File: config.mk
export PLATFORM = sky130hd
export DESIGN_NAME = mem_arbiter
export DESIGN_NICKNAME = d
export VERILOG_FILES = /design/src/rtl/mem_arbiter_pkg.sv /design/src/rtl/mem_arb_pick.sv /design/src/rtl/mem_arbiter.sv
export SDC_FILE = /design/constraint.sdc
export NUM_CORES = 1
export LEC_CHECK = 0
export ABC_AREA = 1
export BUFFER_PORTS_ARGS = -buffer_cell sky130_fd_sc_hd__buf_2
export CORE_ASPECT_RATIO = 2
export CORE_MARGIN = 5
export CORE_UTILIZATION = 46
export DETAILED_ROUTE_END_ITERATION = 16
export PLACE_DENSITY = 0.91
export SKIP_LAST_GASP = 1
export SLEW_MARGIN = 20
export SYNTH_ARGS = -nofsm -noshare
export SYNTH_HDL_FRONTEND = slang
export SYNTH_HIERARCHICAL = 1
export SYNTH_SLANG_ARGS = --single-unit
File: constraint.sdc
create_clock -name clk_in -period 1.65 [get_ports clk_in]
set_input_delay 0.165 -clock clk_in [delete_from_list [all_inputs] [get_ports clk_in]]
set_output_delay 0.165 -clock clk_in [all_outputs]
set_load 0.01 [all_outputs]
File: src/rtl/mem_arbiter_pkg.sv
// Shared constants for mem_arbiter: FSM states, ls_op field layout, width codes,
// fetch op code and the default I/O segment.
package mem_arbiter_pkg;

  typedef enum logic [1:0] {
    ST_IDLE    = 2'd0,
    ST_BUSY_IF = 2'd1,
    ST_BUSY_LS = 2'd2,
    ST_COOL    = 2'd3
  } arb_state_t;

  localparam int OP_WIDTH_LSB = 0;
  localparam int OP_WIDTH_MSB = 1;
  localparam int OP_SIGN_BIT  = 2;
  localparam int OP_LOAD_BIT  = 3;

  localparam logic [1:0] WIDTH_BYTE = 2'd0;
  localparam logic [1:0] WIDTH_HALF = 2'd1;
  localparam logic [1:0] WIDTH_WORD = 2'd2;

  localparam logic [3:0] OP_FETCH      = 4'b1010;
  localparam logic [1:0] IO_HI_DEFAULT = 2'b11;
  localparam int         CNT_W         = 4;

  typedef struct packed {
    logic        is_data;
    logic [31:0] addr;
    logic [31:0] wdata;
    logic [3:0]  op;
  } mc_cmd_t;

  function automatic logic is_io_store(input logic is_load, input logic [1:0] seg,
                                       input logic [1:0] io_hi);
    return !is_load && (seg == io_hi);
  endfunction

endpackage

File: src/rtl/mem_arb_pick.sv
// Combinational eligibility and priority select for one IDLE-cycle grant decision.
// Zero latency; an I/O store blocked by a full UART buffer yields to fetches.
module mem_arb_pick
  import mem_arbiter_pkg::*;
#(
  parameter logic [1:0] IO_HI = IO_HI_DEFAULT
) (
  input  logic       if_req,
  input  logic       flush,
  input  logic       ls_req,
  input  logic       ls_is_load,
  input  logic [1:0] ls_seg,
  input  logic       io_buffer_full,
  input  logic       starve_hit,
  output logic       pick_if,
  output logic       pick_ls
);

  logic ls_elig;
  logic if_elig;

  assign ls_elig = ls_req && !(is_io_store(ls_is_load, ls_seg, IO_HI) && io_buffer_full);
  assign if_elig = if_req && !flush;

  // Fetch wins only when data is not eligible or the starvation bound is reached.
  assign pick_if = if_elig && (!ls_elig || starve_hit);
  assign pick_ls = ls_elig && !pick_if;

endmodule

File: src/rtl/mem_arbiter.sv
// Fetch / load-store arbiter in front of the byte-serial memory controller, one request in flight;
// grant 1 cycle after request, done 1 cycle after mc_done. Optional fetch fairness: ARB_FAIRNESS_EN.
module mem_arbiter
  import mem_arbiter_pkg::*;
#(
  parameter int         STARVE_LIMIT = 4,
  parameter logic [1:0] IO_HI        = IO_HI_DEFAULT
) (
  input  logic        clk_in,
  input  logic        rst_in,
  input  logic        rdy_in,
  input  logic        if_req,
  input  logic [31:0] if_addr,
  output logic        if_gnt,
  output logic        if_done,
  output logic [31:0] if_data,
  input  logic        ls_req,
  input  logic [31:0] ls_addr,
  input  logic [31:0] ls_wdata,
  input  logic [3:0]  ls_op,
  output logic        ls_gnt,
  output logic        ls_done,
  output logic [31:0] ls_rdata,
  input  logic        flush,
  input  logic        io_buffer_full,
  output logic        mc_req,
  output logic        mc_is_data,
  output logic [31:0] mc_addr,
  output logic [31:0] mc_wdata,
  output logic [3:0]  mc_op,
  input  logic        mc_done,
  input  logic [31:0] mc_rdata
);

  arb_state_t state;
  mc_cmd_t    cmd;
  logic       drop;
  logic       drop_now;
  logic       pick_if;
  logic       pick_ls;
  logic       starve_hit;

`ifdef ARB_FAIRNESS_EN
  logic [CNT_W-1:0] starve_cnt;

  assign starve_hit = (starve_cnt == CNT_W'(STARVE_LIMIT));

  always_ff @(posedge clk_in) begin
    if (rst_in) begin
      starve_cnt <= '0;
    end else if (rdy_in && state == ST_IDLE) begin
      if (pick_if) starve_cnt <= '0;
      else if (pick_ls) starve_cnt <= starve_cnt + 1'b1;
    end
  end
`else
  logic [CNT_W-1:0] unused_starve_limit;
  assign unused_starve_limit = CNT_W'(STARVE_LIMIT);
  assign starve_hit          = 1'b0;
`endif

  mem_arb_pick #(.IO_HI(IO_HI)) u_pick (
    .if_req         (if_req),
    .flush          (flush),
    .ls_req         (ls_req),
    .ls_is_load     (ls_op[OP_LOAD_BIT]),
    .ls_seg         (ls_addr[17:16]),
    .io_buffer_full (io_buffer_full),
    .starve_hit     (starve_hit),
    .pick_if        (pick_if),
    .pick_ls        (pick_ls)
  );

  // A flush in the completion cycle itself must also drop the result; stores never drop.
  assign drop_now = drop || (flush && (state == ST_BUSY_IF || cmd.op[OP_LOAD_BIT]));

  always_ff @(posedge clk_in) begin
    if (rst_in) begin
      state    <= ST_IDLE;
      cmd      <= '0;
      drop     <= 1'b0;
      mc_req   <= 1'b0;
      if_gnt   <= 1'b0;
      ls_gnt   <= 1'b0;
      if_done  <= 1'b0;
      ls_done  <= 1'b0;
      if_data  <= '0;
      ls_rdata <= '0;
    end else if (rdy_in) begin
      if_gnt  <= 1'b0;
      ls_gnt  <= 1'b0;
      if_done <= 1'b0;
      ls_done <= 1'b0;
      case (state)
        ST_IDLE: begin
          drop <= 1'b0;
          if (pick_ls) begin
            cmd    <= '{is_data: 1'b1, addr: ls_addr, wdata: ls_wdata, op: ls_op};
            mc_req <= 1'b1;
            ls_gnt <= 1'b1;
            state  <= ST_BUSY_LS;
          end else if (pick_if) begin
            cmd    <= '{is_data: 1'b0, addr: if_addr, wdata: 32'h0, op: OP_FETCH};
            mc_req <= 1'b1;
            if_gnt <= 1'b1;
            state  <= ST_BUSY_IF;
          end
        end
        ST_BUSY_IF, ST_BUSY_LS: begin
          if (mc_done) begin
            mc_req <= 1'b0;
            drop   <= 1'b0;
            state  <= ST_COOL;
            if (state == ST_BUSY_IF) begin
              if_data <= mc_rdata;
              if_done <= !drop_now;
            end else begin
              ls_rdata <= mc_rdata;
              ls_done  <= !drop_now;
            end
          end else if (drop_now) begin
            drop <= 1'b1;
          end
        end
        ST_COOL: state <= ST_IDLE;
        default: state <= ST_IDLE;
      endcase
    end
  end

  assign mc_is_data = cmd.is_data;
  assign mc_addr    = cmd.addr;
  assign mc_wdata   = cmd.wdata;
  assign mc_op      = cmd.op;

endmodule

==> results.sh <==
export IMPL_numCtsBuffers=17
export IMPL_total_power_mw=9.77
export IMPL_synth_top_area_cell="dfxtp_1"
export IMPL_outcome="finished clean"
export IMPL_multi_input_area_mm2=0.00236
export IMPL_worstSetupEndpointType="flop"
export IMPL_syn2layout_area_growth_pct=41.1
export IMPL_post_synth_main_area_contributors="dfxtp_1 50%, nand2_1 13%, a21oi_1 9.7%"
export IMPL_io_buffer_count=277
export IMPL_antenna_found_initial=1
export IMPL_synth_seq_area_share_pct=50.0
export IMPL_finalCritPeriodShare_pct=93.6
export IMPL_leakage_nw=3.95
export IMPL_synth_seq_cells=141
export IMPL_gp_congestion=0.877
export IMPL_worstSetupPathType="reg -> reg"
export IMPL_setup_violations=0
export IMPL_reg2reg_to="ls_rdata[4]"
export IMPL_wl_per_cell_um=15.0
export IMPL_cts_root_buf="clkbuf_16"
export IMPL_tns_ps=0
export IMPL_synth_edf_count=0
export IMPL_seq_area_mm2=0.00282
export IMPL_dieHeight_um=167
export IMPL_whs_ps=22.4
export IMPL_yosysWarnings=6
export IMPL_skew_ps=10.7
export IMPL_dr_first_iter_drc_count=280
export IMPL_async_flop_share_pct=0
export IMPL_final_nets=1186
export IMPL_drv_slew=0
export IMPL_fmax_mhz=648
export IMPL_cp_max_fo=32
export IMPL_final_layout_size_suffix_gt1_share_pct=32.3
export IMPL_critPathLaunchType="flop"
export IMPL_grt_pass1_vias=5749
export IMPL_min_from="mc_rdata[17]"
export IMPL_rsz0062_at_grt="no"
export IMPL_p_per_area_mw_per_mm2=1230
export IMPL_ys_types=23
export IMPL_grt_max_degree=73
export IMPL_worstSkewPairLatency_ps=400
export IMPL_synthTopCellsByCount="190 x nand2_1, 141 x dfxtp_1, 109 x a21oi_1"
export IMPL_reg2reg_slack_ps=110
export IMPL_syn_avg_cell_area_um2=7.33
export IMPL_dpl_hpwl_um=13100
export IMPL_num_rows=57
export IMPL_clock_sinks=141
export IMPL_yosys_cell_count_top_type="nand2_1"
export IMPL_arrival_ps=1830
export IMPL_tritoncts="done"
export IMPL_min_to="ls_rdata[17]"
export IMPL_grt_use_total_pct=23.7
export IMPL_drc=0
export IMPL_synth_cell_area_mm2=0.00564
export IMPL_grt_overflow_total=0
export IMPL_start_util_pct=46.5
export IMPL_fp_dieW_um=88.3
export IMPL_dr_pass1_iters=8
export IMPL_hold_viol_final=0
export IMPL_netlist_instances=770
export IMPL_ys_flop_type="dfxtp_1"
export IMPL_whs_path_depth=3
export IMPL_die_area_mm2=0.0147
export IMPL_htree_levels=4
export IMPL_postRouteWirelength_um=18000
export IMPL_fin_crit_ps=1540
export IMPL_ir_drop_mv=0.950
export IMPL_reg2reg_from="state[0]"
export IMPL_rr_worst_depth=8
export IMPL_vias=6040
export IMPL_synth_top_cell_area_share_pct=50.0
export IMPL_min_path_type="in -> reg"
export IMPL_path_clk_slew_ps=60
export IMPL_grt_pass1_wl_um=28000
export IMPL_cts_max_path_buffers=2
export IMPL_io_pins=278
export IMPL_via_per_inst=5.02
export IMPL_critPathRequiredTime_ps=1940
export IMPL_cap_violations=0
export IMPL_n_fill_cell=1026
export IMPL_antenna_left=0
export IMPL_core_mm2=0.0121
logic make-up after synthesis:
| logic type | Yosys count | synth area share [%] |
|---|---|---|
| simple gates | 341 | 25.4 |
| fa+ha+maj | 2 | 0.444 |
| other cells | 1 | 0.0665 |
| flops | 141 | 50.0 |
| compound gates | 176 | 15.6 |
| buf+inv | 109 | 8.41 |
worst max-delay path, cell delays in order, from the launching register on:
cell and delay [ps]:
dfxtp_1 350, inv_1 60, ha_2 360, nand3_2 110, inv_1 100, nand2_1 90, buf_12 180, nor2_1 110
nor2_1 60
final cells by class:
| cell class | instances | share of cell area (%) |
|---|---|---|
| flip-flops and latches | 141 | 35.5 |
| multi-input cells | 521 | 29.7 |
| repair buffers | 310 | 22.3 |
| clock buffers | 19 | 5.69 |
| inverters | 53 | 2.50 |
| well taps | 147 | 2.31 |
| clock inverters | 12 | 2.04 |
| diodes | 1 | 0.0314 |
power by group:
part | switching, mW | internal [mW] | leakage [nW]
clock | 1.46 | 2.47 | 0.301
combinational | 1.19 | 0.777 | 2.50
sequential | 0.150 | 3.72 | 1.15
flip-flops by register name (all words and copies together), names as in the netlist:
signal      count
ls_gnt          1
mc_is_data      1
mc_op           4
ls_done         1
if_gnt          1
if_done         1
mc_addr        32
drop            1
if_data        32
mc_wdata       32
ls_rdata       32
state           2
mc_req          1
layer usage:
| metal | vias to the layer above | wire [um] | GRT usage [%] |
|---|---|---|---|
| met5 | - | 0 | 0 |
| met4 | 0 | 736 | 11.6 |
| met3 | 51 | 1250 | 5.44 |
| met2 | 235 | 9670 | 42.2 |
| met1 | 2733 | 6380 | 25.2 |
| li1 | 3021 | - | - |
cells in the final DEF, fill, tap and decap left out, drive strengths merged, types with 7 or more instances in the layout:
cell         netlist  routed
buf               37     294
clkinv             1       7
clkbuf            19      19
nor2              74      74
o21ai             67      67
dfxtp            141     141
a21oi            109     109
inv               52      54
dlygate4sd3        0      16
nand2            191     191
nand3             75      75
how the worst max path moves through the flow:
stage	depth (start not counted)	start	end	slack, ps
floorplan	7	state[0]	ls_done	280
global placement	8	state[0]	ls_rdata[31]	150
detailed placement	12	ls_addr[16]	mc_wdata[4]	90
CTS	7	state[0]	mc_wdata[4]	70
global route	7	state[0]	ls_rdata[30]	3
finish	8	state[0]	ls_rdata[4]	110
per-stage QoR:
| step | utilization (%) | instance area [um^2] | std cells | setup WS, ps |
|---|---|---|---|---|
| finish | 65.6 | 7960 | 1204 | 106 |
| global route | 65.6 | 7960 | 1204 | 2.67 |
| CTS | 65.5 | 7950 | 1203 | 69.0 |
| detailed placement | 59.1 | 7170 | 1156 | 87.8 |
| global placement | 59.1 | 7170 | 1156 | 153 |
| floorplan | - | 5640 | 771 | 278 |
repair_timing:
item / 4_1_cts / 5_1_grt
endpoints found under the setup margin: 0 / 16
setup buffers: 0 / 0
resized for setup: 0 / 4
endpoints found under the hold margin: 16 / 0
hold buffers: 16 / 0
No activity file was read; power rests on OpenSTA's default activity.
